[config.mk]
export PLATFORM = sky130hd
export DESIGN_NAME = conv_encoder_param
export DESIGN_NICKNAME = d
export VERILOG_FILES = /design/src/rtl/conv_pkg.sv /design/src/rtl/conv_word_packer.sv /design/src/rtl/conv_encoder_param.sv
export SDC_FILE = /design/constraint.sdc
export NUM_CORES = 1
export LEC_CHECK = 0
export CAP_MARGIN = 20
export CORE_ASPECT_RATIO = 1.25
export CORE_UTILIZATION = 57
export CTS_CLUSTER_DIAMETER = 50
export CTS_CLUSTER_SIZE = 12
export DETAILED_ROUTE_END_ITERATION = 12
export GPL_TIMING_DRIVEN = 0
export PLACE_DENSITY = 0.81
export SYNTH_ARGS = -nofsm -noshare
export SYNTH_HDL_FRONTEND = slang
export SYNTH_HIERARCHICAL = 1
export SYNTH_SLANG_ARGS = --single-unit
[constraint.sdc]
create_clock -name clk -period 5.81 [get_ports clk]
set_input_delay 1.162 -clock clk [delete_from_list [all_inputs] [get_ports clk]]
set_output_delay 1.162 -clock clk [all_outputs]
set_load 0.01 [all_outputs]
[src/rtl/conv_pkg.sv]
// Shared definitions for the convolutional encoder: LTE generators, FSM states
// and the per-stream parity helper.
package conv_pkg;

    localparam logic [6:0] LTE_G0 = 7'o133;
    localparam logic [6:0] LTE_G1 = 7'o171;
    localparam logic [6:0] LTE_G2 = 7'o165;

    // Widest constraint length the parity helper supports.
    localparam int MAX_K = 16;

    typedef enum logic [2:0] {
        IDLE,
        LOAD,
        ENCODE,
        FLUSH,
        DRAIN
    } fsm_state_e;

    // window[j] is the bit from j steps ago; generator bit k-1 taps window[0],
    // so the generator is bit-reversed into tap order before the AND-reduce.
    function automatic logic gen_parity(input logic [MAX_K-1:0] window,
                                        input logic [MAX_K-1:0] gen,
                                        input int k);
        logic [MAX_K-1:0] taps;
        taps = {<<{gen}};
        taps = taps >> (MAX_K - k);
        return ^(window & taps);
    endfunction

endpackage

[src/rtl/conv_word_packer.sv]
// Packs N_OUT parallel coded bit streams LSB-first into OUT_W-bit words and
// holds one completed word behind a ready/valid handshake.
module conv_word_packer
    import conv_pkg::*;
#(
    parameter int N_OUT = 3,
    parameter int OUT_W = 8
) (
    input  logic                     clk,
    input  logic                     reset,
    input  logic                     bit_req,
    input  logic [N_OUT-1:0]         bit_data,
    input  logic                     bit_last,
    output logic                     stall,
    output logic                     out_valid,
    output logic [N_OUT*OUT_W-1:0]   out_data,
    output logic                     out_last,
    input  logic                     out_ready
);

    localparam int CNT_W = (OUT_W > 1) ? $clog2(OUT_W) : 1;

    logic [N_OUT*OUT_W-1:0] acc_q, acc_d, acc_new;
    logic [N_OUT*OUT_W-1:0] data_q, data_d;
    logic [CNT_W-1:0]       wcnt_q, wcnt_d;
    logic                   valid_q, valid_d;
    logic                   last_q, last_d;
    logic [OUT_W-1:0]       bit_mask;
    logic                   word_done;
    logic                   load_ok;
    logic                   advance;

    assign bit_mask = OUT_W'(1) << wcnt_q;

    // Accumulator bits at and above wcnt are always zero, so OR-in is enough.
    generate
        for (genvar gi = 0; gi < N_OUT; gi++) begin : g_stream
            assign acc_new[gi*OUT_W +: OUT_W] =
                acc_q[gi*OUT_W +: OUT_W] | (bit_data[gi] ? bit_mask : '0);
        end
    endgenerate

    assign word_done = bit_last || (wcnt_q == CNT_W'(OUT_W - 1));
    assign load_ok   = !valid_q || out_ready;
    assign stall     = bit_req && word_done && !load_ok;
    assign advance   = bit_req && !stall;

    always_comb begin
        acc_d   = acc_q;
        wcnt_d  = wcnt_q;
        valid_d = valid_q && !out_ready;
        data_d  = data_q;
        last_d  = last_q && valid_d;
        if (advance) begin
            if (word_done) begin
                acc_d   = '0;
                wcnt_d  = '0;
                valid_d = 1'b1;
                data_d  = acc_new;
                last_d  = bit_last;
            end else begin
                acc_d  = acc_new;
                wcnt_d = wcnt_q + CNT_W'(1);
            end
        end
    end

    always_ff @(posedge clk) begin
        if (reset) begin
            acc_q   <= '0;
            wcnt_q  <= '0;
            valid_q <= 1'b0;
            data_q  <= '0;
            last_q  <= 1'b0;
        end else begin
            acc_q   <= acc_d;
            wcnt_q  <= wcnt_d;
            valid_q <= valid_d;
            data_q  <= data_d;
            last_q  <= last_d;
        end
    end

    assign out_valid = valid_q;
    assign out_data  = data_q;
    assign out_last  = last_q;

endmodule

[src/rtl/conv_encoder_param.sv]
// Rate-1/N_OUT convolutional encoder with runtime block length and
// tail-biting / zero-terminated mode; byte input, packed word output.
module conv_encoder_param
    import conv_pkg::*;
#(
    parameter int                 K     = 7,
    parameter int                 N_OUT = 3,
    parameter logic [N_OUT*K-1:0] GEN   = {LTE_G2, LTE_G1, LTE_G0},
    parameter int                 OUT_W = 8,
    parameter int                 LEN_W = 13
) (
    input  logic                   clk,
    input  logic                   reset,
    input  logic                   start,
    input  logic [LEN_W-1:0]       blk_len,
    input  logic                   tail_mode,
    input  logic [K-2:0]           init_state,
    input  logic                   in_valid,
    input  logic [7:0]             in_data,
    output logic                   in_ready,
    output logic                   out_valid,
    output logic [N_OUT*OUT_W-1:0] out_data,
    output logic                   out_last,
    input  logic                   out_ready,
    output logic                   busy,
    output logic                   done
);

    localparam int FCNT_W = (K > 2) ? $clog2(K - 1) : 1;

    fsm_state_e        state_q, state_d;
    logic [LEN_W-1:0]  len_q, len_d;
    logic [LEN_W-1:0]  cnt_q, cnt_d;
    logic              mode_q, mode_d;
    logic [K-2:0]      enc_state_q, enc_state_d;
    logic [FCNT_W-1:0] fcnt_q, fcnt_d;
    logic [7:0]        buf_q, buf_d;
    logic              buf_valid_q, buf_valid_d;
    logic [2:0]        bit_idx_q, bit_idx_d;
    logic              busy_q, busy_d;
    logic              done_q, done_d;

    logic              cur_bit;
    logic [K-1:0]      window;
    logic [N_OUT-1:0]  parity;
    logic              final_enc;
    logic              fcnt_last;
    logic              bit_req;
    logic              bit_last;
    logic              stall;
    logic              advance;
    logic              take;
    logic              last_accept;

    assign cur_bit = (state_q == ENCODE) ? buf_q[bit_idx_q] : 1'b0;
    assign window  = {enc_state_q, cur_bit};

    generate
        for (genvar gi = 0; gi < N_OUT; gi++) begin : g_parity
            assign parity[gi] = gen_parity(MAX_K'(window), MAX_K'(GEN[gi*K +: K]), K);
        end
    endgenerate

    assign final_enc   = (cnt_q == len_q - LEN_W'(1));
    assign fcnt_last   = (fcnt_q == FCNT_W'(K - 2));
    assign bit_req     = ((state_q == ENCODE) && buf_valid_q) || (state_q == FLUSH);
    assign bit_last    = ((state_q == ENCODE) && final_enc && mode_q) ||
                         ((state_q == FLUSH) && fcnt_last);
    assign advance     = bit_req && !stall;
    // A refill is only allowed when the buffer is empty or its last bit leaves
    // this cycle; the final byte's leftover bits are never followed by a fetch.
    assign in_ready    = (state_q == ENCODE) &&
                         (!buf_valid_q || (advance && (bit_idx_q == 3'd7) && !final_enc));
    assign take        = in_ready && in_valid;
    assign last_accept = out_valid && out_ready && out_last;

    always_comb begin
        state_d     = state_q;
        len_d       = len_q;
        cnt_d       = cnt_q;
        mode_d      = mode_q;
        enc_state_d = enc_state_q;
        fcnt_d      = fcnt_q;
        buf_d       = buf_q;
        buf_valid_d = buf_valid_q;
        bit_idx_d   = bit_idx_q;
        busy_d      = busy_q;
        done_d      = 1'b0;
        case (state_q)
            IDLE: begin
                if (start) begin
                    state_d     = LOAD;
                    len_d       = blk_len;
                    mode_d      = tail_mode;
                    enc_state_d = tail_mode ? init_state : '0;
                    busy_d      = 1'b1;
                end
            end
            LOAD: begin
                cnt_d       = '0;
                fcnt_d      = '0;
                buf_valid_d = 1'b0;
                bit_idx_d   = '0;
                if (len_q == '0) begin
                    state_d = IDLE;
                    done_d  = 1'b1;
                    busy_d  = 1'b0;
                end else begin
                    state_d = ENCODE;
                end
            end
            ENCODE: begin
                if (advance) begin
                    enc_state_d = window[K-2:0];
                    cnt_d       = cnt_q + LEN_W'(1);
                    bit_idx_d   = bit_idx_q + 3'd1;
                    if (bit_idx_q == 3'd7 || final_enc) begin
                        buf_valid_d = 1'b0;
                    end
                    if (final_enc) begin
                        state_d = mode_q ? DRAIN : FLUSH;
                    end
                end
                if (take) begin
                    buf_d       = in_data;
                    buf_valid_d = 1'b1;
                    bit_idx_d   = '0;
                end
            end
            FLUSH: begin
                if (advance) begin
                    enc_state_d = window[K-2:0];
                    fcnt_d      = fcnt_q + FCNT_W'(1);
                    if (fcnt_last) begin
                        state_d = DRAIN;
                    end
                end
            end
            DRAIN: begin
                if (last_accept) begin
                    state_d = IDLE;
                    done_d  = 1'b1;
                    busy_d  = 1'b0;
                end
            end
            default: state_d = IDLE;
        endcase
    end

    always_ff @(posedge clk) begin
        if (reset) begin
            state_q     <= IDLE;
            len_q       <= '0;
            cnt_q       <= '0;
            mode_q      <= 1'b0;
            enc_state_q <= '0;
            fcnt_q      <= '0;
            buf_q       <= '0;
            buf_valid_q <= 1'b0;
            bit_idx_q   <= '0;
            busy_q      <= 1'b0;
            done_q      <= 1'b0;
        end else begin
            state_q     <= state_d;
            len_q       <= len_d;
            cnt_q       <= cnt_d;
            mode_q      <= mode_d;
            enc_state_q <= enc_state_d;
            fcnt_q      <= fcnt_d;
            buf_q       <= buf_d;
            buf_valid_q <= buf_valid_d;
            bit_idx_q   <= bit_idx_d;
            busy_q      <= busy_d;
            done_q      <= done_d;
        end
    end

    conv_word_packer #(
        .N_OUT (N_OUT),
        .OUT_W (OUT_W)
    ) u_packer (
        .clk       (clk),
        .reset     (reset),
        .bit_req   (bit_req),
        .bit_data  (parity),
        .bit_last  (bit_last),
        .stall     (stall),
        .out_valid (out_valid),
        .out_data  (out_data),
        .out_last  (out_last),
        .out_ready (out_ready)
    );

    assign busy = busy_q;
    assign done = done_q;

endmodule

==> results_dict.tcl, run 1 <==
set metrics [dict create \
    synth-edff-count 0 \
    grt_pass1_vias 4759 \
    maxSlewHeadroom_pct 49.3 \
    final_nets 735 \
    cts_sinks 106 \
    grt_pass1_wl_microns 21900 \
    required_ns 4.65 \
    tns_ns 0 \
    path_class "reg2out" \
    dieHeight_microns 112 \
    power_density_mw_per_mm2 357 \
    rsz0062_at_grt "false" \
    fmax_ghz 0.178 \
    area_growth_pct 19.8 \
    antenna_left 0 \
    dpl-instance-area_sq_mm 0.00625 \
    synth_warnings 6 \
    synthTopCellsByArea "dfxtp_1, a21oi_1, nand2_1, a211oi_2, a21oi_2" \
    syn_inst 617 \
    drt-total-wl_microns 13100 \
    layout-drive-gt1-share_pct 15.1 \
    stdcell_area_sq_mm 0.00657 \
    grt_max_degree 19 \
    synth_top_area_share_pct 38.7 \
    numCtsBuffers 9 \
    hold_class "reg2reg" \
    period_share_pct 96.9 \
    clk_pin_slew_ns 0.07 \
    die_x_microns 89.7 \
    drt_iter0_markers 254 \
    p_leak_nw 2.30 \
    clock_latency_ns 0.35 \
    synth_seq_cells 106 \
    drv_cap 0 \
    crit_path_cell_trace "inv_1 -> ha_2 -> or4b_4 -> or4_4 -> or4_4 -> o21ai_2 -> nand4_4 -> or3b_1 -> a21oi_4 -> o21ai_2 -> nor2_1 -> buf_2 -> nor2_1 -> a21oi_1 -> nor3_1 -> dlygate4sd2_1" \
    io_pins 62 \
    crit_path_max_incr_delay_ns 0.52 \
    num_vias 4901 \
    arrival_ns 4.47 \
    slew_viol_final 0 \
    hpwlAfterDp_microns 9630 \
    critPathCaptureType "output pin" \
    finalHoldWorstSlack_ns 0.459 \
    grt_remaining_overflow 0 \
    crit_fanout 9 \
    initial_core_util_pct 59.5 \
    ys_seq_area_share_pct 38.7 \
    wl_per_cell_microns 16.0 \
    grt_util_all_layers_pct 27.1 \
    finalSetupViolCount 0 \
    hold_viol 0 \
    power_mw 2.35 \
    synth_area_leader_cell "dfxtp_1" \
    syn-num-nets 662 \
    firstDrtPassIters 5 \
    crit_slowest_cell "or4_4" \
    clockBufferDepth 2 \
    setup_slack_ns 0.179 \
    cts_htree_levels 3 \
    grt_antenna_before_repair 0 \
    run_status "finished, final reports clean" \
    syn_avg_cell_area_sq_um 8.89 \
    worst_pin_slew_ns 0.760 \
    startpoint_type "flip-flop" \
    synth_area_sq_mm 0.00548 \
    finClkSkew_ns 0.00621 \
    num_rows 39 \
    insertedDiodeCount 0 \
    portBuffers 61 \
    post-route-min-period_ns 5.63 \
    gp_congestion 0.921 \
    dieArea_sq_mm 0.0100 \
    core-area_sq_mm 0.00922 \
    synth_flop_cell "dfxtp_1" \
    tritoncts "done" \
    async_flop_share_pct 0 \
    max-vdd-ir-drop_uv 199 \
    place_ws_ns -0.00165 \
    drc 0 \
    synth_cell_types 67 \
    clockRootBuffer "clkbuf_16" \
    cts_hold_buf 0 \
    viasPerCell 5.99 \
]
-- metal layers --
metal / up-vias / track usage (%) / part of all wire, %
li1: 2360 / - / -
met1: 2342 / 30.2 / 39
met2: 155 / 47.9 / 52
met3: 44 / 4.58 / 4.6
met4: 0 / 16.6 / 4.3
met5: - / 0 / 0
-- cells by family after synthesis --
logic type / Yosys count / synth area share [%]
adders and majority gates: 12 / 2.74
buffers and inverters: 58 / 5.66
and+or+nand+nor: 211 / 20.0
AOI/OAI and AO/OA: 186 / 25.1
DFF: 106 / 38.7
muxes: 12 / 2.65
xor gates and xnor gates: 32 / 5.11
-- final cells by class --
type,count,area (sq um)
buffer,47,270
clock buffer,9,225
clock inverter,7,76.3
fill,713,2650
inverter,11,41.3
multi-input combinational,453,3070
sequential,106,2120
tap,123,154
timing repair buffer,62,617
-- registers in the layout, indices dropped and copies added, names as in the netlist, 6 cells and up --
signal,count
buf_q,8
cnt_q,13
enc_state_q,6
len_q,13
u_packer/acc_q,24
u_packer/out_data,24
-- metrics by stage --
step / instances / util (%)
global route: 818 / 71.3
floorplan: 617 / -
CTS: 817 / 71.1
global placement: 801 / 67.8
finish: 818 / 71.3
detailed placement: 801 / 67.8
-- where the power goes --
part           internal, mW  switching, mW
logic                 0.318          0.547
clock network         0.337          0.280
registers             0.791         0.0718
total                  1.45          0.899
-- worst max-delay path: cells and delay by family (launching register included) --
kind | cells | cell delay, ns
simple gates | 8 | 2.38
buf+inv | 3 | 0.59
compound gates | 4 | 0.54
flops | 1 | 0.37
fa+ha+maj | 1 | 0.21
-- synthesized netlist by cell type (all sizes together), types with 2 or more instances --
master and n:
a211oi 34, a21oi 86, a311oi 5, a31oi 10
and2 3, and3 2, buf 22, clkbuf 25
dfxtp 106, ha 12, inv 11, mux2i 10
mux4 2, nand2 70, nand2b 12, nand3 22
nand3b 3, nand4 13, nor2 38, nor2b 8
nor3 14, nor3b 3, nor4 4, o21a 22
o21ai 8, o22ai 3, o31ai 3, o32ai 3
or2 4, or3 5, or3b 2, or4 2
xnor2 15, xor2 17
-- timing repair --
action                                  CTS  global route
setup buffers                             0             1
cloned                                    0             0
pin swaps                                 0             1
endpoints found under the setup margin    1             1
resized for setup                         4             2
-- worst paths after layout --
check	start	to	slack, ns	cells past startpoint
setup / recovery	len_q[0]$_SDFFE_PP0P_	in_ready	0.18	16
hold / removal	buf_q[0]$_SDFFE_PP0P_	buf_q[0]$_SDFFE_PP0P_	0.46	2
setup reg to reg	len_q[0]$_SDFFE_PP0P_	cnt_q[9]$_SDFFE_PP0P_	1.13	19
hold reg to reg	buf_q[0]$_SDFFE_PP0P_	buf_q[0]$_SDFFE_PP0P_	0.46	2
-- placed cells by master (no fill, tap or decap), types with 9 or more instances in the layout --
cell type        instances
o21a_1                  21
clkbuf_1                24
xnor2_1                 15
xor2_1                  17
a21oi_2                 20
a211oi_1                14
clkbuf_16                9
ha_1                    11
dfxtp_1                106
inv_1                   10
a211oi_2                20
nand3_1                 22
buf_4                    9
a31oi_1                 10
nor3_1                  11
nand2_1                 70
nand2b_1                12
nor2_1                  37
clkdlybuf4s50_1         60
nand4_1                 12
mux2i_1                 10
buf_2                    9
a21oi_1                 64
No activity file was read; power rests on OpenSTA's default activity.
==> run 2, diff against run 1 <==
--- a/config.mk
+++ b/config.mk
@@ -7,13 +7,12 @@
 export LEC_CHECK = 0
 export CAP_MARGIN = 20
 export CORE_ASPECT_RATIO = 1.25
-export CORE_UTILIZATION = 57
+export CORE_UTILIZATION = 56
 export CTS_CLUSTER_DIAMETER = 50
 export CTS_CLUSTER_SIZE = 12
 export DETAILED_ROUTE_END_ITERATION = 12
 export GPL_TIMING_DRIVEN = 0
-export PLACE_DENSITY = 0.81
+export PLACE_DENSITY = 0.8
 export SYNTH_ARGS = -nofsm -noshare
 export SYNTH_HDL_FRONTEND = slang
-export SYNTH_HIERARCHICAL = 1
 export SYNTH_SLANG_ARGS = --single-unit
==> constraint.sdc (replaced) <==
create_clock -name clk -period 5.81 [get_ports clk]
set_input_delay 0.581 -clock clk [delete_from_list [all_inputs] [get_ports clk]]
set_output_delay 0.581 -clock clk [all_outputs]
set_load 0.01 [all_outputs]
==> results_dict.tcl, run 2 <==
set metrics [dict create \
    firstDrtPassIters 5 \
    syn_avg_cell_area_sq_um 8.71 \
    core-area_sq_mm 0.00884 \
    drt_iter0_markers 228 \
    hold_class "reg2reg" \
    gp_congestion 0.892 \
    crit_slowest_cell "a211oi_1" \
    synth_warnings 0 \
    post-route-util_pct 69.9 \
    finClkSkew_ns 0.00829 \
    grt_util_all_layers_pct 27.9 \
    ys_seq_area_share_pct 41.0 \
    synth_area_sq_mm 0.00517 \
    wl_per_cell_microns 16.0 \
    fill_cells 728 \
    synth_flop_cell "dfxtp_1" \
    grt_remaining_overflow 0 \
    cts_htree_levels 3 \
    grt_max_degree 18 \
    cts_hold_buf 0 \
    crit_fanout 7 \
    maxSlewHeadroom_pct 48.1 \
    tns_ns 0 \
    clockRootBuffer "clkbuf_8" \
    max-vdd-ir-drop_uv 140 \
    drv_cap 0 \
    grt_pass1_vias 4351 \
    antenna_left 0 \
    rsz0062_at_grt "false" \
    path_buf_inv 2 \
    hpwlAfterDp_microns 9380 \
    dieArea_sq_mm 0.00963 \
    dieHeight_microns 109 \
    period_share_pct 67.7 \
    layout-drive-gt1-share_pct 9.84 \
    post-route-min-period_ns 3.93 \
    num_vias 4652 \
    portBuffers 61 \
    cts_resized 0 \
    r2r.worst_path.cells 10 \
    synth_area_leader_cell "dfxtp_1" \
    insertedDiodeCount 0 \
    layout_common_cells "dfxtp_1, nor2_1, a21oi_1" \
    mostFrequentLayoutCell "dfxtp_1" \
    area_growth_pct 19.5 \
    post-cts-setup-buffers 0 \
    p_leak_nw 2.19 \
    io_pins 62 \
    timing.rr.start "len_q[0]$_SDFFE_PP0P_" \
    synth.top_cells.by_count "dfxtp_1, nor2_1, a21oi_1" \
    synth-edff-count 0 \
    crit_path_max_incr_delay_ns 0.67 \
    initial_core_util_pct 58.5 \
    grt_antenna_before_repair 0 \
    num_rows 38 \
    power_density_mw_per_mm2 295 \
    run_status "finished, final reports clean" \
    async_flop_share_pct 0 \
    final_nets 711 \
    startpoint_type "flip-flop" \
    hp-start "u_packer.acc_q[6]$_SDFFE_PP0N_" \
    critPathCaptureType "output pin" \
    clk_pin_slew_ns 0.10 \
    clock_latency_ns 0.38 \
    tritoncts "done" \
    hold_viol 0 \
    worst_pin_slew_ns 0.774 \
    numCtsBuffers 9 \
    die_x_microns 88.0 \
    r2r_slack_ns 2.31 \
    fmax_ghz 0.254 \
    drc 0 \
    synth_seq_cells 106 \
    path_class "reg2out" \
    hold_end "u_packer.acc_q[6]$_SDFFE_PP0N_" \
    whs_path_depth 2 \
    synthTopCellsByArea "dfxtp_1, nor2_1, a21oi_1, a211oi_2, nand2_1" \
    path_delay_family "compound AO/OA/AOI/OAI gates" \
    syn_inst 594 \
    required_ns 5.23 \
    synth_cell_types 56 \
    slew_viol_final 0 \
    grt_pass1_wl_microns 20500 \
    syn-num-nets 639 \
    viasPerCell 5.88 \
    synth_most_common_cell "dfxtp_1" \
    finalSetupViolCount 0 \
    synth_top_area_share_pct 41.0 \
    clockBufferDepth 2 \
    drt-total-wl_microns 12700 \
    crit_path_cell_trace "inv_1 -> ha_1 -> nor3b_4 -> nor4bb_1 -> a22oi_1 -> a211oi_1 -> a21oi_1 -> o21a_1 -> clkdlybuf4s50_1" \
    arrival_ns 3.35 \
    cts_sinks 106 \
    rr_endpoint "enc_state_q[3]$_SDFFE_PP0P_" \
]
[run 2: layout make-up]
cell class	instances	area [sq um]	area share, %
plain buffers	39	195	3.16
clock buffers	10	138	2.23
clock inverters	6	111	1.80
inverters	11	41.3	0.668
multi-input cells	438	2810	45.5
flip-flops and latches	106	2120	34.3
well taps	120	150	2.43
repair buffers	61	611	9.88
[run 2: power by group]
| part | switching (mW) | leakage (nW) | total (mW) | internal (mW) |
|---|---|---|---|---|
| Combinational | 0.305 | 1.21 | 0.466 | 0.161 |
| Sequential | 0.0367 | 0.858 | 0.796 | 0.760 |
| Clock | 0.261 | 0.123 | 0.559 | 0.299 |
[run 2: cell families after synthesis]
logic type      synth area share, %
buf+inv                        4.57
compound gates                 22.9
simple gates                   21.7
fa+ha+maj                      2.90
flops                          41.0
mux                            3.02
xor+xnor                       3.89
[run 2: worst max-delay path by stage]
| stage | start | to | slack (ns) | cells past startpoint |
|---|---|---|---|---|
| floorplan | len_q[0]$_SDFFE_PP0P_ | u_packer.acc_q[15]$_SDFFE_PP0N_ | 2.93 | 11 |
| detailed placement | len_q[0]$_SDFFE_PP0P_ | in_ready | 2.32 | 9 |
| CTS | len_q[0]$_SDFFE_PP0P_ | in_ready | 1.89 | 9 |
| global route | len_q[0]$_SDFFE_PP0P_ | in_ready | 1.78 | 9 |
| finish | len_q[0]$_SDFFE_PP0P_ | in_ready | 1.88 | 9 |
| global placement | len_q[0]$_SDFFE_PP0P_ | in_ready | 2.40 | 9 |
[run 2: layer usage]
| metal | track usage, % | share of wire (%) | vias to the layer above |
|---|---|---|---|
| met4 | 18.5 | 4.6 | 0 |
| met3 | 2.78 | 3.5 | 41 |
| met1 | 31.3 | 40 | 2188 |
| li1 | - | - | 2271 |
| met5 | 0 | 0 | - |
| met2 | 49.6 | 52 | 152 |
[run 2: through the flow]
step           power, mW  cells  area [sq um]  setup WS [ns]  hold slack (ns)
6_report            1.82    791          6180           1.88            0.475
5_1_grt             1.90    791          6180           1.78            0.500
4_1_cts             1.82    791          6180           1.89            0.477
3_5_place_dp        1.27    775          5930           2.32            0.455
3_3_place_gp        1.26    775          5930           2.40            0.444
2_1_floorplan       1.14    594          5170           2.93            0.431
[run 2: worst reg2reg max path: cells and delay by family, from the launching register on]
kind / cells / cell delay [ns]
flops: 1 / 0.40
compound gates: 4 / 1.67
simple gates: 4 / 1.03
buf+inv: 1 / 0.09
fa+ha+maj: 1 / 0.23
==> run 3, diff against run 2 <==
==> constraint.sdc (replaced) <==
create_clock -name clk -period 3.93 [get_ports clk]
set_input_delay 0.393 -clock clk [delete_from_list [all_inputs] [get_ports clk]]
set_output_delay 0.393 -clock clk [all_outputs]
set_load 0.01 [all_outputs]
==> results of run 3 <==
The final DEF is identical to that of run 2. Status: finished, final reports clean.
Among the figures that moved: setup slack after placement 2.32 ns -> 0.526 ns; setup slack after layout 1.88 ns -> 0.185 ns; register-to-register setup slack 2.31 ns -> 0.43 ns; total power 1.82 mW -> 2.69 mW; worst IR drop on VDD 140 uV -> 206 uV
